File: config.mk
export PLATFORM = sky130hd
export DESIGN_NAME = arbitro_ula_4
export DESIGN_NICKNAME = d
export VERILOG_FILES = /design/src/rtl/arbitro_ula_4.sv
export SDC_FILE = /design/constraint.sdc
export NUM_CORES = 1
export LEC_CHECK = 0
export CORE_MARGIN = 5
export CORE_UTILIZATION = 25
export DETAILED_ROUTE_END_ITERATION = 10
export HOLD_SLACK_MARGIN = 0.15
export SETUP_SLACK_MARGIN = 0.3
export SKIP_LAST_GASP = 1
export SYNTH_ARGS = -nofsm -noshare
export SYNTH_HDL_FRONTEND = slang
export SYNTH_SLANG_ARGS = --single-unit
export TNS_END_PERCENT = 10
File: constraint.sdc
create_clock -name clk -period 2.6 [get_ports clk]
set_input_delay 0.39 -clock clk [delete_from_list [all_inputs] [get_ports clk]]
set_output_delay 0.39 -clock clk [all_outputs]
set_load 0.05 [all_outputs]
File: src/rtl/arbitro_ula_4.sv
// arbitro_ula_4: round-robin arbiter and sequencer that shares one ULA between
// four requesters. It picks a winner, forwards its opcode, pulses ula_start,
// waits for ula_done and acknowledges the winner. All outputs are registered.
// Optional WAIT-state timeout: define ARBITRO_TIMEOUT_EN to enable it.
`timescale 1ns/1ps
module arbitro_ula_4 #(
    parameter int OP_W           = 4,
    parameter int TIMEOUT_CYCLES = 16
) (
    input  logic              clk,
    input  logic              rst,
    input  logic [3:0]        req,
    input  logic [4*OP_W-1:0] op_in,
    input  logic              ula_done,
    output logic [3:0]        grant,
    output logic              ula_start,
    output logic [OP_W-1:0]   ula_op,
    output logic [3:0]        ack,
    output logic              busy,
    output logic              timeout_err
);

    typedef enum logic [1:0] {
        S_IDLE  = 2'd0,
        S_START = 2'd1,
        S_WAIT  = 2'd2,
        S_DONE  = 2'd3
    } state_t;

    state_t          r_state;
    state_t          w_state_next;
    logic [1:0]      r_idx;
    logic [1:0]      w_idx_next;
    logic [1:0]      r_ptr;
    logic [1:0]      w_ptr_next;
    logic [OP_W-1:0] r_op;
    logic [OP_W-1:0] w_op_next;

    logic [3:0]      r_grant;
    logic [3:0]      w_grant_next;
    logic [3:0]      r_ack;
    logic [3:0]      w_ack_next;
    logic            r_start;
    logic            w_start_next;
    logic            r_busy;
    logic            w_busy_next;

    // Rotated search: slot k holds requester (ptr + k) mod 4
    logic [1:0]      w_slot [4];
    logic [3:0]      w_cand;
    logic [3:0]      w_idx_onehot;
    logic [OP_W-1:0] w_op_arr [4];
    logic [1:0]      w_winner;

`ifdef ARBITRO_TIMEOUT_EN
    localparam int CNT_W = (TIMEOUT_CYCLES < 2) ? 1 : $clog2(TIMEOUT_CYCLES);
    logic [CNT_W-1:0] r_cnt;
    logic [CNT_W-1:0] w_cnt_next;
    logic             r_to_flag;
    logic             w_to_flag_next;
    logic             r_terr;
    logic             w_terr_next;
`endif

    generate
        if (TIMEOUT_CYCLES < 1) begin : g_bad_timeout
            $error("arbitro_ula_4: TIMEOUT_CYCLES must be >= 1");
        end
    endgenerate

    genvar gi;
    generate
        for (gi = 0; gi < 4; gi++) begin : g_port
            assign w_op_arr[gi]     = op_in[gi*OP_W +: OP_W];
            assign w_slot[gi]       = r_ptr + 2'(gi);
            assign w_cand[gi]       = req[w_slot[gi]];
            assign w_idx_onehot[gi] = (r_idx == 2'(gi));
        end
    endgenerate

    // First asserted request at or after the priority pointer
    always_comb begin
        w_winner = r_ptr;
        for (int k = 3; k >= 0; k--) begin
            if (w_cand[k]) begin
                w_winner = w_slot[k];
            end
        end
    end

    // Next-state logic and next values of the registered outputs
    always_comb begin
        w_state_next = r_state;
        w_idx_next   = r_idx;
        w_ptr_next   = r_ptr;
        w_op_next    = r_op;
        w_grant_next = 4'b0000;
        w_ack_next   = 4'b0000;
        w_start_next = 1'b0;
        w_busy_next  = 1'b0;
`ifdef ARBITRO_TIMEOUT_EN
        w_cnt_next     = r_cnt;
        w_to_flag_next = r_to_flag;
        w_terr_next    = 1'b0;
`endif
        case (r_state)
            S_IDLE: begin
                if (|req) begin
                    w_idx_next   = w_winner;
                    w_op_next    = w_op_arr[w_winner];
                    w_state_next = S_START;
                end
            end
            S_START: begin
                // ula_done is deliberately not looked at here
                w_grant_next = w_idx_onehot;
                w_start_next = 1'b1;
                w_busy_next  = 1'b1;
                w_state_next = S_WAIT;
`ifdef ARBITRO_TIMEOUT_EN
                w_cnt_next     = '0;
                w_to_flag_next = 1'b0;
`endif
            end
            S_WAIT: begin
                w_grant_next = w_idx_onehot;
                w_busy_next  = 1'b1;
                if (ula_done) begin
                    // Completion wins over a simultaneous expiry
                    w_state_next = S_DONE;
                end
`ifdef ARBITRO_TIMEOUT_EN
                else if (r_cnt == CNT_W'(TIMEOUT_CYCLES - 1)) begin
                    w_state_next   = S_DONE;
                    w_to_flag_next = 1'b1;
                end else begin
                    w_cnt_next = r_cnt + CNT_W'(1);
                end
`endif
            end
            S_DONE: begin
                w_grant_next = w_idx_onehot;
                w_busy_next  = 1'b1;
                w_ptr_next   = r_idx + 2'd1;
                w_state_next = S_IDLE;
`ifdef ARBITRO_TIMEOUT_EN
                if (r_to_flag) begin
                    w_terr_next = 1'b1;
                end else begin
                    w_ack_next = w_idx_onehot;
                end
`else
                w_ack_next = w_idx_onehot;
`endif
            end
            default: begin
                w_state_next = S_IDLE;
            end
        endcase
    end

    // State, winner index, priority pointer and captured opcode
    always_ff @(posedge clk or posedge rst) begin
        if (rst) begin
            r_state <= S_IDLE;
            r_idx   <= 2'd0;
            r_ptr   <= 2'd0;
            r_op    <= '0;
        end else begin
            r_state <= w_state_next;
            r_idx   <= w_idx_next;
            r_ptr   <= w_ptr_next;
            r_op    <= w_op_next;
        end
    end

    // Registered outputs, one cycle behind the state that produces them
    always_ff @(posedge clk or posedge rst) begin
        if (rst) begin
            r_grant <= 4'b0000;
            r_ack   <= 4'b0000;
            r_start <= 1'b0;
            r_busy  <= 1'b0;
        end else begin
            r_grant <= w_grant_next;
            r_ack   <= w_ack_next;
            r_start <= w_start_next;
            r_busy  <= w_busy_next;
        end
    end

`ifdef ARBITRO_TIMEOUT_EN
    // WAIT-cycle counter, expiry flag and the timeout pulse
    always_ff @(posedge clk or posedge rst) begin
        if (rst) begin
            r_cnt     <= '0;
            r_to_flag <= 1'b0;
            r_terr    <= 1'b0;
        end else begin
            r_cnt     <= w_cnt_next;
            r_to_flag <= w_to_flag_next;
            r_terr    <= w_terr_next;
        end
    end
    assign timeout_err = r_terr;
`else
    assign timeout_err = 1'b0;
`endif

    assign grant     = r_grant;
    assign ack       = r_ack;
    assign ula_start = r_start;
    assign busy      = r_busy;
    assign ula_op    = r_op;

endmodule
==> metrics.txt <==
status=completed; initial core utilization=25.3%; RSZ-0062 raised after global routing=false; grt ovf=0; Setup Buffers After CTS=0; via count=approximately 860; Final Hold Violating Endpoints=0; root buffer cell=clkbuf_8; Mapped Cells=101; RR Endpoint=ula_op[3]; die height=76.0 um; r2r setup slk=roughly 0.73 ns; CP Capture Type=flip-flop; Crit Reg-Reg Startpoint=r_state[0]; Port Buffers=36; IO Count=38; flops & latches, synth=20; Synth warnings=0; largest area contributor in the netlist=dfrtp_1; hpwl dp=about 2000 um; Pwr Density=1160 nW/um^2; CP Data Arrival Time=2.06 ns; placed cells=188; Util after Layout=36.7%; vias per cell=4.49; antenna-violating nets left=0; clock sinks=20; antenna violations before repair=0; non-filler cells, final=roughly 190; Core ar.=4290 um^2; global placer's final weighted congestion=approximately 0.65; Min Hold Slack=0.528 ns; gr usage total=8.01%; Tot Pwr=between 1.5 and 2 mW; fin crit period=about 1.9 ns; max frequency=519 MHz; R2R depth=7; asr flop ratio synth=between 90% and 100%; pre-CTS setup slack=0.374 ns; Cell Area, Placed=1510 um^2; Worst EP required=2.73 ns; Clock Path Buffers=2; hold path startpoint=r_idx[0]; register area=around 500 um^2; largest net degree at the start of global routing=21; static leakage=0.696 nW; fin area=1580 um^2; # diodes=0; layout cells sized above 1=9.29%; Worst-Skew Late Latency=0.26 ns; WHS Endpoint=r_ptr[0]; Die Width=76.0 um; cell row count=24; min-delay worst type=flip-flop to flip-flop; Hold Path Stages=1; post-synth cell types=33; Syn Nets=133; CP Max Fanout=8; Clock Skew=0.00711 ns; slew margin rel.=50.2%; Mean Syn Cell Area=10.8 um^2; Clock Pin Slew Worst Setup and Hold Paths=0.08 ns; crit path kind=input pin to flip-flop; Area Growth Syn to Fin=45.0%; routed len/inst=12.3 um; number of buffers created by CTS=3; post_cts resized=0; Fin Setup TNS=0 ns; global-route wire length before repair=3880 um; max cap viols=0; fill cell count=~430; 1st-iter DRT viols=15; drc violations=0; Synth top area share=between 40% and 50%; Hold Buf Count CTS=0; Seq/Total Area, Yosys=46.0%; final period utilization=around 74%; final WL=approximately 2400 um; Top FF cell, synth=dfrtp_1; Setup-failing EPs final=0; die area=5770 um^2; multi-input logic area=roughly 550 um^2; Post-synth EDFFs=0; Peak supply drop=0.302 mV; top cells by area, synth=dfrtp_1 (46%), ha_1 (10%), a211oi_1 (4.8%); Synth Cell Area=1090 um^2; worst setup margin=0.672 ns; TritonRoute pass-1 iters=4; CP Launch Type=input pin; CTS tree=done; nets=173; vias in the first global route=870; Final Slew Violations=0; Max H-tree Level=1; worst slew pin tran=0.746 ns
## worst max path at each step
stage,start,endpoint,depth (start not counted)
final,req[0],ula_op[2],6
after global routing,req[0],ula_op[0],6
after CTS,req[0],ula_op[2],6
after detailed placement,req[0],ula_op[2],6
after global placement,req[3],ula_op[3],6
after floorplan,r_state[0],ula_op[0],7
## synthesized netlist by cell type (2+ instances only)
| cell type | number |
|---|---|
| inv_1 | 9 |
| a21o_1 | 2 |
| and2_1 | 4 |
| a21oi_1 | 5 |
| mux2i_1 | 4 |
| nor2b_1 | 5 |
| a211oi_1 | 7 |
| nand2_1 | 2 |
| ha_1 | 9 |
| o31a_2 | 2 |
| nor2_1 | 10 |
| dfrtp_1 | 20 |
| o21ai_0 | 2 |
## layout make-up
cell class              count  share of cell area [%]
multi-input cells          71                    34.6
well taps                  52                    4.13
flip-flops and latches     20                    31.7
repair buffers             36                    22.9
clock buffers               3                    2.62
inverters                   9                    2.14
clock inverters             1                    1.90
## cells in the final DEF (no fill, tap or decap), types with 3 or more instances in the layout
| cell type | instances |
|---|---|
| a211oi_1 | 7 |
| a21oi_1 | 5 |
| and2_1 | 4 |
| clkbuf_8 | 3 |
| clkdlybuf4s50_1 | 36 |
| dfrtp_1 | 20 |
| ha_1 | 9 |
| inv_1 | 9 |
| mux2i_1 | 4 |
| nor2_1 | 10 |
| nor2b_1 | 5 |
## flip-flops by register name, summed over array words and instances, names as in the netlist
signal,count
busy,1
ula_start,1
r_ptr,2
r_state,2
grant,4
ack,4
ula_op,4
r_idx,2
## critical path, cell delays in order
cell,delay (ns)
clkdlybuf4s50_1,0.49
nor2b_2,0.19
o21a_4,0.24
nor3_4,0.38
mux2i_1,0.27
a211oi_1,0.09
## power by group
part,internal [mW],total (mW),switching (mW)
sequential,0.445,0.534,0.0884
combinational,0.380,0.994,0.614
clock,0.206,0.309,0.103
total,1.03,1.84,0.805
## routing by layer
layer,GRT usage [%],share of wire (%),up-vias
met5,0,0,-
met3,2.25,7.0,5
met1,9.49,42,402
met4,2.67,1.4,0
li1,-,-,427
met2,13.8,50,29
## cell families (layout without fill, tap and decap cells)
family	Yosys count	after routing	synth area share, %
other	1	1	0.345
adder cells (fa/ha/maj)	9	9	10.4
multiplexers	5	5	4.72
AO/OA/AOI/OAI	27	27	19.3
AND/OR/NAND/NOR	29	29	15.4
flip-flops	20	20	46.0
buffers and inverters	10	49	3.80
Note: power is estimated with default switching activity, not from simulation.
